File: src/rtl/pcoder_stream.sv
`default_nettype none
// ============================================================================
//  Module   : pcoder_stream
//  Purpose  : Streaming priority encoder. Captures an N-bit request vector
//             through a valid/ready handshake, then emits the index of every
//             set bit, one per output handshake, together with a last-beat
//             marker, an all-zero flag and the population count.
//             Default order is highest index first.
//  Option   : `define PCODER_STREAM_LSB_FIRST_EN to emit the lowest set index
//             first; code_last_o then marks the highest set bit.
//  Revision : 1.0  initial release
// ----------------------------------------------------------------------------
//  Ports
//    clk           in   1     clock, rising edge
//    rst_n         in   1     asynchronous active-low reset
//    in_valid_i    in   1     request vector valid
//    in_ready_o    out  1     block can accept a vector (IDLE)
//    in_i          in   N     request vector, sampled only on accept
//    code_valid_o  out  1     code beat valid (DRAIN)
//    code_ready_i  in   1     consumer accepts the code beat
//    code_o        out  W     index of the current set bit
//    code_last_o   out  1     current beat is the final one for the vector
//    code_none_o   out  1     captured vector was all zeros
//    code_cnt_o    out  W+1   number of set bits in the captured vector
// ============================================================================
module pcoder_stream #(
   parameter  int N = 8,
   localparam int W = $clog2(N)
) (
   input  logic         clk,
   input  logic         rst_n,
   input  logic         in_valid_i,
   output logic         in_ready_o,
   input  logic [N-1:0] in_i,
   output logic         code_valid_o,
   input  logic         code_ready_i,
   output logic [W-1:0] code_o,
   output logic         code_last_o,
   output logic         code_none_o,
   output logic [W:0]   code_cnt_o
);

   typedef enum logic [0:0] {
      ST_IDLE  = 1'b0,
      ST_DRAIN = 1'b1
   } state_t;

   localparam logic [N-1:0] c_one = {{(N-1){1'b0}}, 1'b1};

   state_t         state_q,   state_d;
   logic [N-1:0]   pending_q, pending_d;
   logic [W:0]     cnt_q,     cnt_d;
   logic           none_q,    none_d;

   logic [W:0]     w_popcnt;
   logic [W-1:0]   w_sel;
   logic [N-1:0]   w_sel_mask;
   logic           w_multi;

   // ------------------------------------------------------------------------
   // Population count of the incoming vector, only used on the accept cycle.
   // ------------------------------------------------------------------------
   always_comb begin
      w_popcnt = '0;
      for (int i = 0; i < N; i++) begin
         w_popcnt = w_popcnt + {{W{1'b0}}, in_i[i]};
      end
   end

   // ------------------------------------------------------------------------
   // Priority select on the pending bits. The loop direction decides which
   // set bit wins: the last match in loop order overrides earlier ones.
   // An empty pending vector selects index 0 (the zero-vector beat).
   // ------------------------------------------------------------------------
   always_comb begin
      w_sel = '0;
`ifdef PCODER_STREAM_LSB_FIRST_EN
      for (int i = N - 1; i >= 0; i--) begin
         if (pending_q[i]) begin
            w_sel = W'(i);
         end
      end
`else
      for (int i = 0; i < N; i++) begin
         if (pending_q[i]) begin
            w_sel = W'(i);
         end
      end
`endif
   end

   // One-hot mask of the selected bit, used to retire it on a handshake.
   always_comb begin
      w_sel_mask = '0;
      for (int i = 0; i < N; i++) begin
         w_sel_mask[i] = (w_sel == W'(i));
      end
   end

   // x & (x-1) clears the lowest set bit; a non-zero result means two or more
   // bits remain, so the current beat is not the last one.
   assign w_multi = |(pending_q & (pending_q - c_one));

   // ------------------------------------------------------------------------
   // Next-state logic
   // ------------------------------------------------------------------------
   always_comb begin
      state_d   = state_q;
      pending_d = pending_q;
      cnt_d     = cnt_q;
      none_d    = none_q;

      case (state_q)
         ST_IDLE: begin
            if (in_valid_i) begin
               pending_d = in_i;
               cnt_d     = w_popcnt;
               none_d    = (in_i == '0);
               state_d   = ST_DRAIN;
            end
         end
         ST_DRAIN: begin
            if (code_ready_i) begin
               if (!w_multi) begin
                  // Final beat: drop back to IDLE with summary outputs cleared.
                  state_d   = ST_IDLE;
                  pending_d = '0;
                  cnt_d     = '0;
                  none_d    = 1'b0;
               end else begin
                  pending_d = pending_q & ~w_sel_mask;
               end
            end
         end
         default: begin
            state_d   = ST_IDLE;
            pending_d = '0;
            cnt_d     = '0;
            none_d    = 1'b0;
         end
      endcase
   end

   // ------------------------------------------------------------------------
   // State registers
   // ------------------------------------------------------------------------
   always_ff @(posedge clk or negedge rst_n) begin
      if (!rst_n) begin
         state_q   <= ST_IDLE;
         pending_q <= '0;
         cnt_q     <= '0;
         none_q    <= 1'b0;
      end else begin
         state_q   <= state_d;
         pending_q <= pending_d;
         cnt_q     <= cnt_d;
         none_q    <= none_d;
      end
   end

   // ------------------------------------------------------------------------
   // Outputs: functions of registered state only, never of in_i/code_ready_i.
   // ------------------------------------------------------------------------
   assign in_ready_o   = (state_q == ST_IDLE);
   assign code_valid_o = (state_q == ST_DRAIN);
   assign code_o       = (state_q == ST_DRAIN) ? w_sel : '0;
   assign code_last_o  = (state_q == ST_DRAIN) && !w_multi;
   assign code_none_o  = none_q;
   assign code_cnt_o   = cnt_q;

endmodule
`default_nettype wire

File: config.mk
export PLATFORM = sky130hd
export DESIGN_NAME = pcoder_stream
export DESIGN_NICKNAME = d
export VERILOG_FILES = /design/src/rtl/pcoder_stream.sv
export SDC_FILE = /design/constraint.sdc
export NUM_CORES = 1
export LEC_CHECK = 0
export CAP_MARGIN = 20
export CORE_ASPECT_RATIO = 1.1
export CORE_MARGIN = 5
export CORE_UTILIZATION = 45
export CTS_BUF_LIST = sky130_fd_sc_hd__clkbuf_8
export DETAILED_ROUTE_END_ITERATION = 6
export DONT_BUFFER_PORTS = 1
export HOLD_SLACK_MARGIN = 0.08
export SKIP_LAST_GASP = 1
export SLEW_MARGIN = 20
export SYNTH_ARGS = -nofsm -noshare
export SYNTH_HDL_FRONTEND = slang
export SYNTH_SLANG_ARGS = --single-unit
File: constraint.sdc
create_clock -name clk -period 2.5 [get_ports clk]
set_input_delay 0 -clock clk [delete_from_list [all_inputs] [get_ports clk]]
set_output_delay 0 -clock clk [all_outputs]
set_load 0.02 [all_outputs]
==> results <==
- The flow ran to the end, and the final reports show no timing, DRC or antenna violations.
- The transition at the pin with the smallest max-transition slack is 0.688 ns.
- Setup repair after global routing left no endpoint under its margin.
- The net count reported at finish is 145.
- The detailed-router iteration count before antenna repair is 4.
- The number of buffers created by CTS is 3.
- The register bit total from synthesis is 14.
- 23 I/O pins were placed.
- The vertical die dimension is 58.2 um.
- The die covers 3140 sq um.
- The met1 wire length is 1.04 mm.
- The maximum fanout count along the critical path is 2.
- The number of synthesized flops with an enable pin is 0.
- Setup violations remaining at the end of the flow were counted as 0.
- Based on the critical path, the design can be clocked at up to 416 MHz.
- The share of synthesized area in the top cell type comes to 36.8%.
- The depth of the worst register-to-register path is 6.
- The detail route stage leaves a number of antenna-violating nets equal to 0.
- Clock-pin slew was measured on the worst setup and hold paths at roughly 0.060 ns.
- Post-CTS timing repair inserted 0 buffers for setup.
- The clock passes through at most 2 buffers.
- Including well taps, the total number of placed cells is 135.
- The initial core utilization is 47.1%.
- The final weighted congestion in routability-driven placement is between 0.7 and 0.8.
- The number of rows in the core area is 17.
- The dominant cell by count in the synthesized netlist is sky130_fd_sc_hd__inv_1.
- Of all flip-flops after synthesis, the portion carrying an async set or reset was 100%.
- The leakage power total is 0.000539 uW.
- The overall overflow remaining after global route is 0.
- Ranked by instance count, the synthesized netlist is headed by sky130_fd_sc_hd__inv_1, sky130_fd_sc_hd__dfrtp_1, sky130_fd_sc_hd__nand2_1.
- TritonCTS built the clock tree.
- The routed wire length is 2.54 mm.
- Ranked by total cell area, the synthesized netlist is headed by sky130_fd_sc_hd__dfrtp_1, sky130_fd_sc_hd__fa_1, sky130_fd_sc_hd__inv_1.
- The count of buffers added on input and output ports is 0.
- The capture point of the worst path is code_cnt_o[2].
- The via density per instance is between 5 and 6.
- The reg-to-reg setup timing slack is 0.11 ns.
- The distinct cell type count after synthesis is 33.
- The latest clock arrival within the worst-skew pair is 0.25 ns.
- The mean routed wirelength per cell is approximately 17 um.
- The detailed router finished its first iteration with 11 violations.
- The path type of the worst min-delay path is in -> reg.
- The most critical setup path has its startpoint at in_i[5].
- The tree built by TritonCTS fans out to 14 sinks.
- The worst slack at placement is -0.0815 ns.
- The final non-filler cell total is about 150.
- The per-instance average area after synthesis is 8.98 sq um.
- The most instantiated flip-flop cell in the synthesis netlist is sky130_fd_sc_hd__dfrtp_1.
- The number of remaining DRC errors is 0.
- The total power per unit cell area is 1220 nW/um^2.
- The number of antenna violations at the first check in global routing is 0.
- Across the run, the number of max-cap violations was 0.
- The Yosys step of the flow raised 0 warnings.
- STA classifies the critical path startpoint as a primary input.
- The worst-case IR drop observed on VDD is 0.000702 V.
- The critical register-to-register path startpoint is pending_q[2].
- The cell type with the highest aggregate area in the netlist is sky130_fd_sc_hd__dfrtp_1.
- The number of slew-limit violations in the final report is 0.
- In this run the cell area measured after placement is 997 sq um.
- The global-route wire length before repair is roughly 4.3 mm.
- In this run the number of H-tree levels came out at 1.
- The ratio of final minimum period to clock period is 96.2%.
- The library cell used as clock root buffer is sky130_fd_sc_hd__clkbuf_8.
- The largest clock skew in the final design is 0.00107 ns.
- The die outline width is 53.9 um.
- The count of mapped cells out of synthesis is ~110.
- The via count of the first global-routing pass is 903.
- The overall global routing resource usage is 19.2%.
- The type of element capturing the critical path is a flop.
- Subtracting the final worst setup slack from the clock period gives ~2.4 ns.
- Entering global routing, the biggest net connects 15 pins.
- The data required time at the worst endpoint is 2.61 ns.
- The highest metal layer carrying signal wires in the routed design is met4.
- The final worst setup slack is 0.0946 ns.
- Wire segments on met3 add up to 159 um in the final route.
- The layout overhead on the synthesized area is 25.8%.
- The routed layout has 855 vias.
- Summed over all nets, wire length on met2 after detailed routing comes to 1.30 mm.
- The endpoint of the most critical register-to-register path is code_valid_o.
- The core region is 2020 sq um.
- Summing the sequential cell areas from Yosys gives 36.8% of the chip area.
- The worst setup path is of the in -> reg kind.
- The final cell area excluding filler cells is 1200 sq um.
- The number of nets in the synthesized netlist is approximately 130.
- The netlist area before placement is between 900 and 1000 sq um.
- The worst pin sits at a relative slew slack of 54.0%.
- The number of diodes added for antenna fixing is 0.
- The fraction of final layout cells with drive strength greater than 1 is 12.1%.
- Data arrives at the worst endpoint at 2.52 ns.
- Detailed placement ended at an HPWL of 1.71 mm.
- The total count of hold-check failures in the final report came to 0.
## state kept, by name, summed over array words and instances (netlist names)
register      cells
pending_q         8
code_valid_o      1
code_cnt_o        4
code_none_o       1
## metrics by stage
step | total power, uW | hold WS, ns | setup TNS (ns) | util (%)
floorplan | 999 | -0.296 | 0 | -
global placement | 1140 | -0.295 | 0 | 49.3
detailed placement | 1160 | -0.295 | -0.0924 | 49.3
CTS | 1420 | 0.132 | 0 | 58.5
global route | 1580 | 0.146 | 0 | 59.3
finish | 1460 | 0.131 | 0 | 59.3
## placed cells by master (no fill, tap or decap)
cell	n
sky130_fd_sc_hd__dfrtp_2	1
sky130_fd_sc_hd__o21ai_0	7
sky130_fd_sc_hd__xor2_1	1
sky130_fd_sc_hd__a22oi_1	1
sky130_fd_sc_hd__o22ai_4	1
sky130_fd_sc_hd__nor2_1	8
sky130_fd_sc_hd__a2111oi_4	1
sky130_fd_sc_hd__nor2b_1	1
sky130_fd_sc_hd__o311ai_0	1
sky130_fd_sc_hd__or4_4	1
sky130_fd_sc_hd__o21ai_1	4
sky130_fd_sc_hd__ha_1	4
sky130_fd_sc_hd__nor2_4	1
sky130_fd_sc_hd__nand2b_1	1
sky130_fd_sc_hd__a221o_1	1
sky130_fd_sc_hd__or2_2	1
sky130_fd_sc_hd__nand2_1	13
sky130_fd_sc_hd__nor3_1	1
sky130_fd_sc_hd__a211o_1	2
sky130_fd_sc_hd__dlygate4sd3_1	13
sky130_fd_sc_hd__a221oi_2	1
sky130_fd_sc_hd__inv_1	15
sky130_fd_sc_hd__fa_1	4
sky130_fd_sc_hd__clkinv_1	1
sky130_fd_sc_hd__clkbuf_8	4
sky130_fd_sc_hd__dfrtp_1	13
sky130_fd_sc_hd__o41ai_1	1
sky130_fd_sc_hd__a21oi_1	9
sky130_fd_sc_hd__o22ai_1	4
sky130_fd_sc_hd__nand3_1	1
sky130_fd_sc_hd__o311a_1	1
sky130_fd_sc_hd__nor4b_1	1
sky130_fd_sc_hd__o21bai_1	1
sky130_fd_sc_hd__buf_4	4
## worst max-delay path: stages
cell                            delay (ns)
sky130_fd_sc_hd__dlygate4sd3_1        0.54
sky130_fd_sc_hd__inv_1                0.07
sky130_fd_sc_hd__fa_1                 0.57
sky130_fd_sc_hd__fa_1                 0.42
sky130_fd_sc_hd__inv_1                0.07
sky130_fd_sc_hd__ha_1                 0.16
sky130_fd_sc_hd__inv_1                0.05
sky130_fd_sc_hd__fa_1                 0.37
sky130_fd_sc_hd__xor2_1               0.17
sky130_fd_sc_hd__o22ai_1              0.10
## power breakdown
group | switching, uW | leakage (uW) | total [uW] | internal (uW)
Combinational | 448 | 0.000329 | 762 | 314
Clock | 85.7 | 0.0000288 | 225 | 140
Sequential | 168 | 0.000181 | 478 | 310
## layer usage
layer | vias up | global-route usage (%)
met1 | 428 | 22.8
met4 | 0 | 9.49
met5 | - | 0
li1 | 401 | -
met2 | 22 | 31.1
met3 | 4 | 5.40
## cell families (layout without fill, tap and decap cells)
group	Yosys count	after routing	synth area share, %
AO/OA/AOI/OAI	35	35	25.6
XOR/XNOR	1	1	0.920
adder cells (fa/ha/maj)	8	8	13.7
buffers and inverters	19	37	8.41
flip-flops	14	14	36.8
AND/OR/NAND/NOR	29	29	14.6
## worst min-delay path by stage
| stage | from | endpoint | slack [ns] | cells past startpoint |
|---|---|---|---|---|
| floorplan | rst_n | code_cnt_o[0] | -0.30 | 0 |
| global placement | rst_n | code_cnt_o[3] | -0.30 | 0 |
| detailed placement | rst_n | code_cnt_o[3] | -0.30 | 0 |
| CTS | code_ready_i | pending_q[7] | 0.13 | 4 |
| global route | code_ready_i | pending_q[7] | 0.15 | 4 |
| finish | code_ready_i | pending_q[7] | 0.13 | 4 |
## repair_timing
action,in CTS,in global routing
hold buffers,13,0
resized for setup,0,3
endpoints found under the setup margin,0,1
endpoints found under the hold margin,25,0
## final cells by class
| class | instances | area (sq um) |
|---|---|---|
| tap | 28 | 35.0 |
| multi-input combinational | 73 | 536 |
| fill | 190 | 823 |
| clock buffer | 4 | 55.1 |
| sequential | 14 | 352 |
| timing repair buffer | 17 | 160 |
| inverter | 16 | 60.1 |
(Power assumes the default switching activity.)
